File: src/rtl/piso_serializer_pkg.sv
`default_nettype none
// +----------------------------------------------------------------------+
// | piso_serializer_pkg: shared state encodings, defaults and helpers.   |
// | Revision: 1.0                                                        |
// +----------------------------------------------------------------------+
package piso_serializer_pkg;

  typedef enum logic {
    ST_IDLE  = 1'b0,
    ST_SHIFT = 1'b1
  } state_t;

  localparam int DEFAULT_WIDTH = 4;

  // Counter width for 0..w-1, never below one bit.
  function automatic int cnt_width(input int w);
    return (w <= 2) ? 1 : $clog2(w);
  endfunction

endpackage
`default_nettype wire

File: src/rtl/piso_serializer_if.sv
`default_nettype none
// +----------------------------------------------------------------------+
// | piso_serializer_if: load handshake plus framed serial output bundle. |
// | Revision: 1.0                                                        |
// +----------------------------------------------------------------------+
interface piso_serializer_if
  import piso_serializer_pkg::*;
#(
  parameter int WIDTH = DEFAULT_WIDTH
);

  logic [WIDTH-1:0] load_data;
  logic             load_valid;
  logic             load_ready;
  logic             serial_out;
  logic             serial_valid;
  logic             frame_done;

  modport master (
    output load_data,
    output load_valid,
    input  load_ready,
    input  serial_out,
    input  serial_valid,
    input  frame_done
  );

  modport slave (
    input  load_data,
    input  load_valid,
    output load_ready,
    output serial_out,
    output serial_valid,
    output frame_done
  );

endinterface
`default_nettype wire

File: src/rtl/piso_serializer_tx_bit_counter.sv
`default_nettype none
// +----------------------------------------------------------------------+
// | tx_bit_counter: bit position within a frame, flags the last bit.     |
// | Revision: 1.0                                                        |
// +----------------------------------------------------------------------+
module tx_bit_counter #(
  parameter int WIDTH = 4,
  parameter int CNT_W = 2
) (
  input  logic clock,
  input  logic reset,
  input  logic clear,
  input  logic enable,
  output logic last
);

  logic [CNT_W-1:0] count;

  always_ff @(posedge clock) begin
    if (!reset) begin
      count <= '0;
    end else if (clear) begin
      count <= '0;
    end else if (enable) begin
      count <= count + CNT_W'(1);
    end
  end

  assign last = (count == CNT_W'(WIDTH - 1));

endmodule
`default_nettype wire

File: src/rtl/piso_serializer.sv
`default_nettype none
// +----------------------------------------------------------------------+
// | piso_serializer: valid/ready word load, LSB-first serial transmit.   |
// | Revision: 1.0                                                        |
// +----------------------------------------------------------------------+
module piso_serializer
  import piso_serializer_pkg::*;
#(
  parameter int WIDTH = DEFAULT_WIDTH
) (
  input  logic               clock,
  input  logic               reset,
  piso_serializer_if.slave   bus
);

  localparam int CNT_W = cnt_width(WIDTH);

  state_t           state_q, state_d;
  logic [WIDTH-1:0] shift_q, shift_d;
  logic             done_q, done_d;
  logic             last;
  logic             in_shift;
  logic             accept;

  assign in_shift       = (state_q == ST_SHIFT);
  // Ready depends only on state and position, so a new word can land on the last-bit edge.
  assign bus.load_ready = (state_q == ST_IDLE) | (in_shift & last);
  assign accept         = bus.load_valid & bus.load_ready;

  tx_bit_counter #(
    .WIDTH (WIDTH),
    .CNT_W (CNT_W)
  ) u_bit_counter (
    .clock  (clock),
    .reset  (reset),
    .clear  (accept | (in_shift & last)),
    .enable (in_shift & ~last),
    .last   (last)
  );

  always_ff @(posedge clock) begin
    if (!reset) begin
      state_q <= ST_IDLE;
      shift_q <= '0;
      done_q  <= 1'b0;
    end else begin
      state_q <= state_d;
      shift_q <= shift_d;
      done_q  <= done_d;
    end
  end

  always_comb begin
    state_d = state_q;
    shift_d = shift_q;
    done_d  = 1'b0;
    case (state_q)
      ST_IDLE: begin
        if (accept) begin
          shift_d = bus.load_data;
          state_d = ST_SHIFT;
        end
      end
      ST_SHIFT: begin
        if (last) begin
          done_d = 1'b1;
          if (accept) begin
            shift_d = bus.load_data;
          end else begin
            shift_d = '0;
            state_d = ST_IDLE;
          end
        end else begin
          shift_d = {1'b0, shift_q[WIDTH-1:1]};
        end
      end
    endcase
  end

  assign bus.serial_out   = in_shift & shift_q[0];
  assign bus.serial_valid = in_shift;
  assign bus.frame_done   = done_q;

endmodule
`default_nettype wire

File: src/flat_wrapper.sv
// flat-port wrapper written by rule: the top's interface ports become plain ports
module piso_serializer_flat import piso_serializer_pkg::*;
#(
  parameter int WIDTH = DEFAULT_WIDTH
)
  (clock, reset, bus_load_data, bus_load_valid, bus_load_ready, bus_serial_out, bus_serial_valid, bus_frame_done);
  piso_serializer_if #(.WIDTH(WIDTH)) bus_i ();
  input  logic clock;
  input  logic reset;
  input wire logic [$bits(bus_i.load_data)-1:0] bus_load_data;
  input wire logic [$bits(bus_i.load_valid)-1:0] bus_load_valid;
  output wire logic [$bits(bus_i.load_ready)-1:0] bus_load_ready;
  output wire logic [$bits(bus_i.serial_out)-1:0] bus_serial_out;
  output wire logic [$bits(bus_i.serial_valid)-1:0] bus_serial_valid;
  output wire logic [$bits(bus_i.frame_done)-1:0] bus_frame_done;
  assign bus_i.load_data = bus_load_data;
  assign bus_i.load_valid = bus_load_valid;
  assign bus_load_ready = bus_i.load_ready;
  assign bus_serial_out = bus_i.serial_out;
  assign bus_serial_valid = bus_i.serial_valid;
  assign bus_frame_done = bus_i.frame_done;
  piso_serializer #(.WIDTH(WIDTH)) u_core (.clock(clock), .reset(reset), .bus(bus_i));
endmodule
File: config.mk
export PLATFORM = sky130hd
export DESIGN_NAME = piso_serializer_flat
export DESIGN_NICKNAME = d
export VERILOG_FILES = /design/src/rtl/piso_serializer_pkg.sv /design/src/rtl/piso_serializer_if.sv /design/src/rtl/piso_serializer_tx_bit_counter.sv /design/src/rtl/piso_serializer.sv /design/src/flat_wrapper.sv
export SDC_FILE = /design/constraint.sdc
export NUM_CORES = 1
export LEC_CHECK = 0
export ABC_AREA = 0
export CORE_AREA = 2 2 39 41
export DETAILED_ROUTE_END_ITERATION = 7
export DIE_AREA = 0 0 41 43
export MAX_ROUTING_LAYER = met4
export PLACE_DENSITY = 0.66
export SLEW_MARGIN = 0
export SYNTH_ARGS = -nofsm -noshare
export SYNTH_HDL_FRONTEND = slang
export SYNTH_SLANG_ARGS = --single-unit
File: constraint.sdc
create_clock -name clock -period 1.2 [get_ports clock]
set_clock_uncertainty 0.05 [all_clocks]
set_input_delay 0.18 -clock clock [delete_from_list [all_inputs] [get_ports clock]]
set_output_delay 0.18 -clock clock [all_outputs]
set_load 0.02 [all_outputs]
* Word-level counts from Yosys, hierarchy flattened *
Cells that the tools add are included.
W data, S select, Z words.

word-level totals
  register bits after elaboration = 8
  input bits = 7
  output and inout bits = 4
  logic and storage cells = 26

operators by class
  $add $sub $neg = 1
  equal/unequal tests = 2
  multiplexer cells = 8
  bitwise gates (word level) = 9
  reductions and logical operators = 2

operator list
  operator               count
  $mux W4                3
  $pmux W4 S2            1
  $and A1 B1 Y1          4
  $mux W1                3
  $not A1 Y1             3
  $add A2 B1 Y2 const B  1
  $eq A2 B2 Y1 const B   1
  $ne A2 B1 Y1 const B   1
  $or A1 B1 Y1           2
  $pmux W1 S2            1
  $reduce_and A2 Y1      1
  $reduce_or A2 Y1       1

* Longest topological paths before layout *
  depth after elaboration = 7
  depth in mapped cells = 5
  gate-level depth less buffers = 5

* Modules after synthesis *
Synthesis repeated with hierarchy kept, for this count alone.

second synthesis, totals
  cells, all modules = 37
  area, all modules = 354.1 um^2

modules (own cells, without submodules)
  module           times used  cells an instance  area each (um^2)  sequential area each (um^2)
  piso_serializer  1           29                 269.0             120.1
  tx_bit_counter   1           8                  85.1              40.0

* Worst setup path before layout *
No wires, ideal clock.

  path kind = register to register
  from = register u_core.u_bit_counter.count[0]
  to = register u_core.shift_q[3]
  library setup time = 0.118 ns
  arrival = 1.128 ns
  setup slack = -0.096 ns
  stages on the path, launching flop included = 6
  clock period less this slack = 1.296 ns
  cell sequence = dfxtp_1 -> ha_1 -> and2b_4 -> inv_2 -> a32oi_1 -> nor2b_1

between the ends
  longest elaborated chain between the ends = 7
  elaborated cells on any way between the ends = 8

ends and longest elaborated chain
  item                      line                                  source
  start, declared           piso_serializer_tx_bit_counter.sv:17  logic [CNT_W-1:0] count;
  start signal, assigned    piso_serializer_tx_bit_counter.sv:25  count <= count + CNT_W'(1);
  $eq A2 B2 Y1 (*)          piso_serializer_tx_bit_counter.sv:29  assign last = (count == CNT_W'(WIDTH - 1));
  named net u_core.last     piso_serializer.sv:21                 logic last;
  $and A1 B1 Y1 (*)         piso_serializer.sv:27                 assign bus.load_ready = (state_q == ST_IDLE) | (in_shift & last);
  $or A1 B1 Y1 (*)          piso_serializer.sv:27
  named net bus_load_ready  flat_wrapper.sv:12                    output wire logic [$bits(bus_i.load_ready)-1:0] bus_load_ready;
  $and A1 B1 Y1 (*)         piso_serializer.sv:28                 assign accept = bus.load_valid & bus.load_ready;
  $mux W4                   piso_serializer.sv:67                 if (accept) begin
  $mux W4                   piso_serializer.sv:65                 if (last) begin
  $pmux W4 S2               piso_serializer.sv:57                 case (state_q)
  end signal, assigned      piso_serializer.sv:48                 shift_q <= shift_d;
  end, declared             piso_serializer.sv:19                 logic [WIDTH-1:0] shift_q, shift_d;

Mark *: on every way through the listed nets, which the timed path passes. The rest lies on a longest branch.
A chain may end at the register's enable or synchronous reset.

* Worst setup path in the final report *
  from = register u_core.u_bit_counter.count[0]
  to = output bus_load_ready

between the ends
  longest elaborated chain between the ends = 3

ends and longest elaborated chain
  item                   line
  $eq A2 B2 Y1           piso_serializer_tx_bit_counter.sv:29
  named net u_core.last  piso_serializer.sv:21
  $and A1 B1 Y1          piso_serializer.sv:27
  $or A1 B1 Y1           piso_serializer.sv:27
  end, declared          flat_wrapper.sv:12

The timed path passes the listed nets, and every way through them passes these cells.

==> impl_metrics.toml <==
[placed_design]
dp.cells = 69
gp_congestion = 0.758
dpl.hpwl_um = 621
post_dp_cell_area_um2 = 549
port_buffers = 10

[synthesis]
synthArstFlopShare = 0
ys_seq_area_frac = 0.417
yosysWarnings = 0
ys_types = 23
synth_cells = 39
yosys-top-cells-area = "dfxtp_1 42%, a32oi_1 6.8%, o21ai_0 3.9%, a21o_1 3.9%, a221oi_2 3.9%"
avgSynthCellArea_um2 = 9.85
synth_commonest_cells = "8 x dfxtp_1, 3 x a32oi_1, 3 x o21ai_0"
synth_flop_cell = "dfxtp_1"
yosysMostFrequentCell = "dfxtp_1"
synth_edf_count = 0
syn-cell-area_um2 = 384
yosys.area.top_type = "dfxtp_1"
synth_top_cell_area_share = 0.417
ys_ff_latch = 8
synth_fp_nets = 47

[route]
dr.pass1.iters = 2
vias_per_cell = 4.78
post_drt_wl_per_cell_um = 11.4
drc_errors = 0
antenna_left = 0
first_iter_violations = 4
wl_um = 847
vias = 354

[setup_path]
crit_path_start = "u_core.u_bit_counter.count[0]$_SDFFE_PP0P_"
timing.rr.start = "u_core.u_bit_counter.count[0]$_SDFFE_PP0P_"
reg2reg_depth = 6
crit_path_end_kind = "primary output"
cp_max_fo = 2
r2r-end = "u_core.shift_q[3]$_SDFFE_PN0P_"
start_kind = "register"
critPathSlowestCell = "dfxtp_2"
critPathCapture = "bus_load_ready"
crit_arrival_ps = 1140
ff2ff_setup_slack_ps = -90
max_stage_delay_ps = 330
required_ps = 970
crit_chain = "ha_4, and2b_4, inv_4, buf_6"
worstSetupPathType = "reg -> out"

[die]
die_w_um = 41
ioPinCount = 11
core_area_um2 = 1380
initial_core_util = 0.278
fp-row-count = 14
die_h_um = 43
fp.dieArea_um2 = 1760

[sta]
setup_ws_ps = -173
slew_headroom = 0.819
finalHoldViolCount = 0
worst_pin_slew_ps = 271
finalSetupViolCount = 5
period_minus_slack_ps = 1370
timing.final.crit_share = 1.14
slew_violations = 0
fin_tns_setup_ps = -372
rsz0062_at_grt = "true"
fmax_ghz = 0.728

[clocking]
clk_pin_slew_ps = 50
numCtsBuffers = 3
cts_buffer_depth = 2
root_buffer = "clkbuf_4"
worstSkewPairLatency_ps = 250
clkSinkCount = 8
cts_tree = "done"
hold_buffers = 0
htreeDepth = 1

[pwr]
fin_total_pwr_mw = 0.622
power_density_nw_per_um2 = 1080
p_leak_nw = 0.256
ir_drop_uv = 643

[final_layout]
ff_latch_area_um2 = 164
drive_above_1_share = 0.379
syn_to_final_growth_pct = 50.2
multi_input_comb_area_um2 = 206
antennaDiodeCount = 0
fin_nets = 68
fin_cells = 74
fillCellCount = 134
fin_util = 0.417
final_area_um2 = 577

[min_path]
hp-class = "reg -> reg"

[global_routing]
grt_max_degree = 9
grt_pass1_wl_um = 1410
antenna_found_initial = 0
grt-ovfl-total = 0
grt_use_total = 0.127
grt_pass1_vias = 343

[run]
drv_cap = 0

[run_status]
run_status = "finished with violations"
violations = "negative setup slack"
==> registers in the layout, indices dropped and copies added (netlist names) <==
signal,cells
u_core.bus.frame_done,1
u_core.shift_q,4
u_core.u_bit_counter.count,2
u_core.bus.serial_valid,1
==> metrics by stage <==
| step | worst slack [ps] | hold WS (ps) |
|---|---|---|
| after floorplan | -9.35 | 247 |
| after global placement | -301 | 445 |
| after detailed placement | -309 | 462 |
| after CTS | -185 | 477 |
| after global routing | -210 | 501 |
| final | -173 | 468 |
==> layout by cell type, fill, tap and decap left out, types with 2 or more instances in the layout <==
cell type,synthesis,routed
buf_4,1,8
clkdlybuf4s50_1,0,6
dfxtp_1,8,5
a32oi_1,3,3
o21ai_0,3,3
clkbuf_4,0,3
dfxtp_2,0,3
and2_1,2,2
inv_1,2,2
a21o_1,2,2
a21oi_1,2,2
nor2_1,2,2
buf_2,0,2
==> report_power, final <==
group	switching [mW]	internal, mW
Sequential	0.0119	0.284
Clock	0.0856	0.114
Combinational	0.0536	0.0737
==> repair_timing <==
action	4_1_cts	5_1_grt
resized for setup	15	0
endpoints found under the setup margin	9	6
pin swaps	3	1
setup buffers	1	1
==> logic make-up (layout without fill, tap and decap cells) <==
group	count (synthesis)	in the layout	synth area share
and+or+nand+nor	10	10	0.169
buffers and inverters	5	24	0.0782
AOI/OAI and AO/OA	14	14	0.277
DFF	8	8	0.417
muxes	1	1	0.0261
adders and majority gates	1	1	0.0326
==> layer usage <==
metal / up-vias / share of wire / global-route usage / wire length (µm)
met5: - / 0 / - / 0
met4: 0 / 0.013 / 0.0600 / 11
met3: 2 / 0.047 / 0.0785 / 40
met2: 7 / 0.50 / 0.175 / 422
met1: 164 / 0.44 / 0.140 / 373
li1: 181 / - / - / -
==> critical path: cells and delay by family (launching register included) <==
family                   cells  cell delay [ps]
adder cells (fa/ha/maj)      1              150
buffers and inverters        2              150
flip-flops                   1              330
AND/OR/NAND/NOR              1              260
==> area by class of cell <==
cell class,count,share of cell area
clock buffer,3,0.0390
inverter,3,0.0239
multi-input combinational,26,0.358
sequential,8,0.284
tap,16,0.0347
timing repair buffer,18,0.260
==> worst min-delay path by stage <==
stage	startpoint	to	slack, ps	depth (start not counted)
floorplan	reset	u_core.bus.serial_valid$_SDFF_PN0_	250	1
CTS	u_core.shift_q[3]$_SDFFE_PN0P_	u_core.shift_q[3]$_SDFFE_PN0P_	480	2
global route	u_core.shift_q[3]$_SDFFE_PN0P_	u_core.shift_q[3]$_SDFFE_PN0P_	500	2
finish	u_core.shift_q[2]$_SDFFE_PN0P_	u_core.shift_q[1]$_SDFFE_PN0P_	470	2
global placement	u_core.shift_q[0]$_SDFFE_PN0P_	u_core.shift_q[0]$_SDFFE_PN0P_	440	2
detailed placement	u_core.shift_q[3]$_SDFFE_PN0P_	u_core.shift_q[3]$_SDFFE_PN0P_	460	2
Power figures use the tool's default switching activity.
==> RTL change: new RTL, same flow settings <==
`DEFAULT_WIDTH`: 4 -> 6.
--- a/src/rtl/piso_serializer_pkg.sv
+++ b/src/rtl/piso_serializer_pkg.sv
@@ -12,3 +12,3 @@
 
-  localparam int DEFAULT_WIDTH = 4;
+  localparam int DEFAULT_WIDTH = 6;
 
Interface: changed (resized bus_load_data); port bits go from 11 to 13. No check against the original RTL was run, so the function may have changed too.
==> RTL change against the unedited design <==
The flow still finishes with violations (setup timing); synthesized cell count increased by 49%; non-clock buffer count rose by 5; critical endpoint unchanged; routed wire length rose by 53%; count of clock-buffer cells in the layout rose by 1; utilization up 17 points; cell area rose by 41%; sequential power grew 36%; area after synthesis increased by 33%; total power increased by 36%; setup slack better by 19 ps; largest cell class unchanged; sequential cell count rose by 3; largest power group unchanged; final cell count rose by 34%.
==> RTL change: results (changes against the unedited design) <==
stage	metric	value	unit	change
place	pre-CTS worst setup slack	-248	ps	was -309 ps
global_routing	combined global-route utilization of all metal layers	16.3	%	was 12.7%
logic_synthesis	main area contributors after synthesis	dfxtp_1, a21oi_1, o21ai_0, o211ai_1, ha_1		was dfxtp_1, a32oi_1, o21ai_0, a21o_1, a221oi_2
setup_path	CP Max Fanout	2		unchanged
finish	number of diodes added for antenna fixing	0		unchanged
place	global placer's final weighted congestion	0.754		was 0.758
routing	drt first pass iters	3		was 2
logic_synthesis	async set or reset register ratio after synthesis	0	%	unchanged
logic_synthesis	compound-gate portion of the synthesized area	28.4	%	was 27.7%
cts	Bufs on Longest Clock Path	2		unchanged
sta	Worst Tran Pin Value	292	ps	was 271 ps
logic_synthesis	most numerous cell types in the synthesized netlist	dfxtp_1, a21oi_1, nor2_1, o21ai_0		was dfxtp_1, a32oi_1, o21ai_0
setup_path	Top delay family on crit path	flip-flops		unchanged
logic_synthesis	number of warnings issued by yosys	0		unchanged
sta	final worst-path setup slack	-154	ps	was -173 ps
setup_path	arrival time of data at the critical path endpoint	1120	ps	was 1140 ps
finish	top flop regs	u_core.shift_q (6), u_core.u_bit_counter.count (3)		was u_core.shift_q (4), u_core.u_bit_counter.count (2)
pwr	largest vdd supply drop	0.000540	V	was 0.000643 V
pwr	combinational share of power	23.6	%	was 20.5%
cts	clock root buffer	clkbuf_4		unchanged
pwr	leakage power of the design	0.000321	µW	was 0.000256 µW
worst_hold_path	Worst Hold Launch	u_core.shift_q[1]		was u_core.shift_q[2]
setup_path	start of the worst register-to-register path	u_core.u_bit_counter.count[1]		was u_core.u_bit_counter.count[0]
setup_path	launch point of the worst path	u_core.u_bit_counter.count[1]		was u_core.u_bit_counter.count[0]
routing	average wire length per cell after detail routing	13.1	µm	was 11.4 µm
routing	drt initial violations	5		was 4
pwr	switching power summed over all nets	220	µW	was 151 µW
routing	vias per cell	5.21		was 4.78
logic_synthesis	area share of fa/ha/maj cells after synthesis	4.90	%	was 3.26%
cts	worst skew pair latency	260	ps	
finish	# nets final	95		was 68
place	cell area reported after detailed placement	711	µm²	was 549 µm²
place	Detailed Place HPWL	849	µm	was 621 µm
logic_synthesis	proportion of synthesized chip area in sequential cells	43.1	%	was 41.7%
sta	final-report setup violation count	10		was 5
global_routing	largest net degree at the start of global routing	11		was 9
logic_synthesis	synthesized net count	69		was 47
global_routing	antenna violations before repair	0		unchanged
finish	layout cells sized above 1	38.6	%	was 37.9%
logic_synthesis	post-synthesis xor/xnor area fraction	0	%	unchanged
logic_synthesis	count of cell types in the netlist	19		was 23
pwr	clock distribution power	247	µW	was 200 µW
global_routing	via count of the first global-routing pass	470		was 343
cts	clock edge transition at the registers on the reported setup and hold paths	70	ps	was 50 ps
logic_synthesis	share of synthesized area spent on multiplexers	0	%	was 2.61%
status	violations in the final reports	setup timing		unchanged
worst_hold_path	worst min-delay path class	flop to flop		unchanged
global_routing	wire length of the first global-routing pass	1.86	mm	was 1.41 mm
place	IO Port Bufs	12		was 10
cts	total clock buffers created by CTS	3		unchanged
status	result of the run	complete, but fails checks		unchanged
[RTL change: changes by cell type in the layout (fill, tap and decap cells not counted), sizes merged, moves of 2 or more]
| cell | before | now |
|---|---|---|
| a21o | 2 | 0 |
| o21ai | 3 | 6 |
| dfxtp | 8 | 11 |
| nand2 | 0 | 4 |
| buf | 11 | 14 |
| clkdlybuf4s50 | 6 | 8 |
| a21oi | 2 | 7 |
| nand3 | 0 | 4 |
| o211ai | 0 | 4 |
| a32oi | 3 | 1 |
| nor2 | 2 | 6 |
[RTL change: area by class of cell]
type / count / area (µm²)
Sequential cell: 11 / 224
Multi-Input combinational cell: 42 / 317
Clock buffer: 4 / 26.3
Timing Repair Buffer: 23 / 213
Inverter: 3 / 11.3
Tap cell: 16 / 20.0
Fill cell: 123 / 573
[RTL change: worst paths after layout]
kind / endpoint / slack [ps] / cells past startpoint
worst min register to register: u_core.shift_q[0] / 420 / 2
worst max register to register: u_core.u_bit_counter.count[0] / -150 / 6
worst max-delay path: bus_load_ready / -150 / 4
worst min-delay path: u_core.shift_q[0] / 420 / 2
[RTL change: layer usage]
metal | wire [µm] | vias up | global-route usage (%) | share of wire, %
met5 | 0 | - | - | 0
met4 | 19 | 0 | 12.0 | 1.5
met3 | 26 | 2 | 3.14 | 2.0
met2 | 702 | 6 | 21.9 | 54
met1 | 547 | 252 | 20.9 | 42
li1 | - | 256 | - | -
[RTL change: timing repair]
action                     4_1_cts  5_1_grt
setup endpoints to repair       13       11
pin swaps                        2        7
resized for setup               16       12
setup buffers                    0        3
[RTL change: through the flow]
stage	setup TNS [ps]	power [µW]	hold WS (ps)	std cells
detailed placement	-1550	567	403	93
global placement	-1410	566	404	93
CTS	-362	806	412	97
floorplan	-1.51	496	251	58
global route	-1370	892	431	99
finish	-955	847	415	99
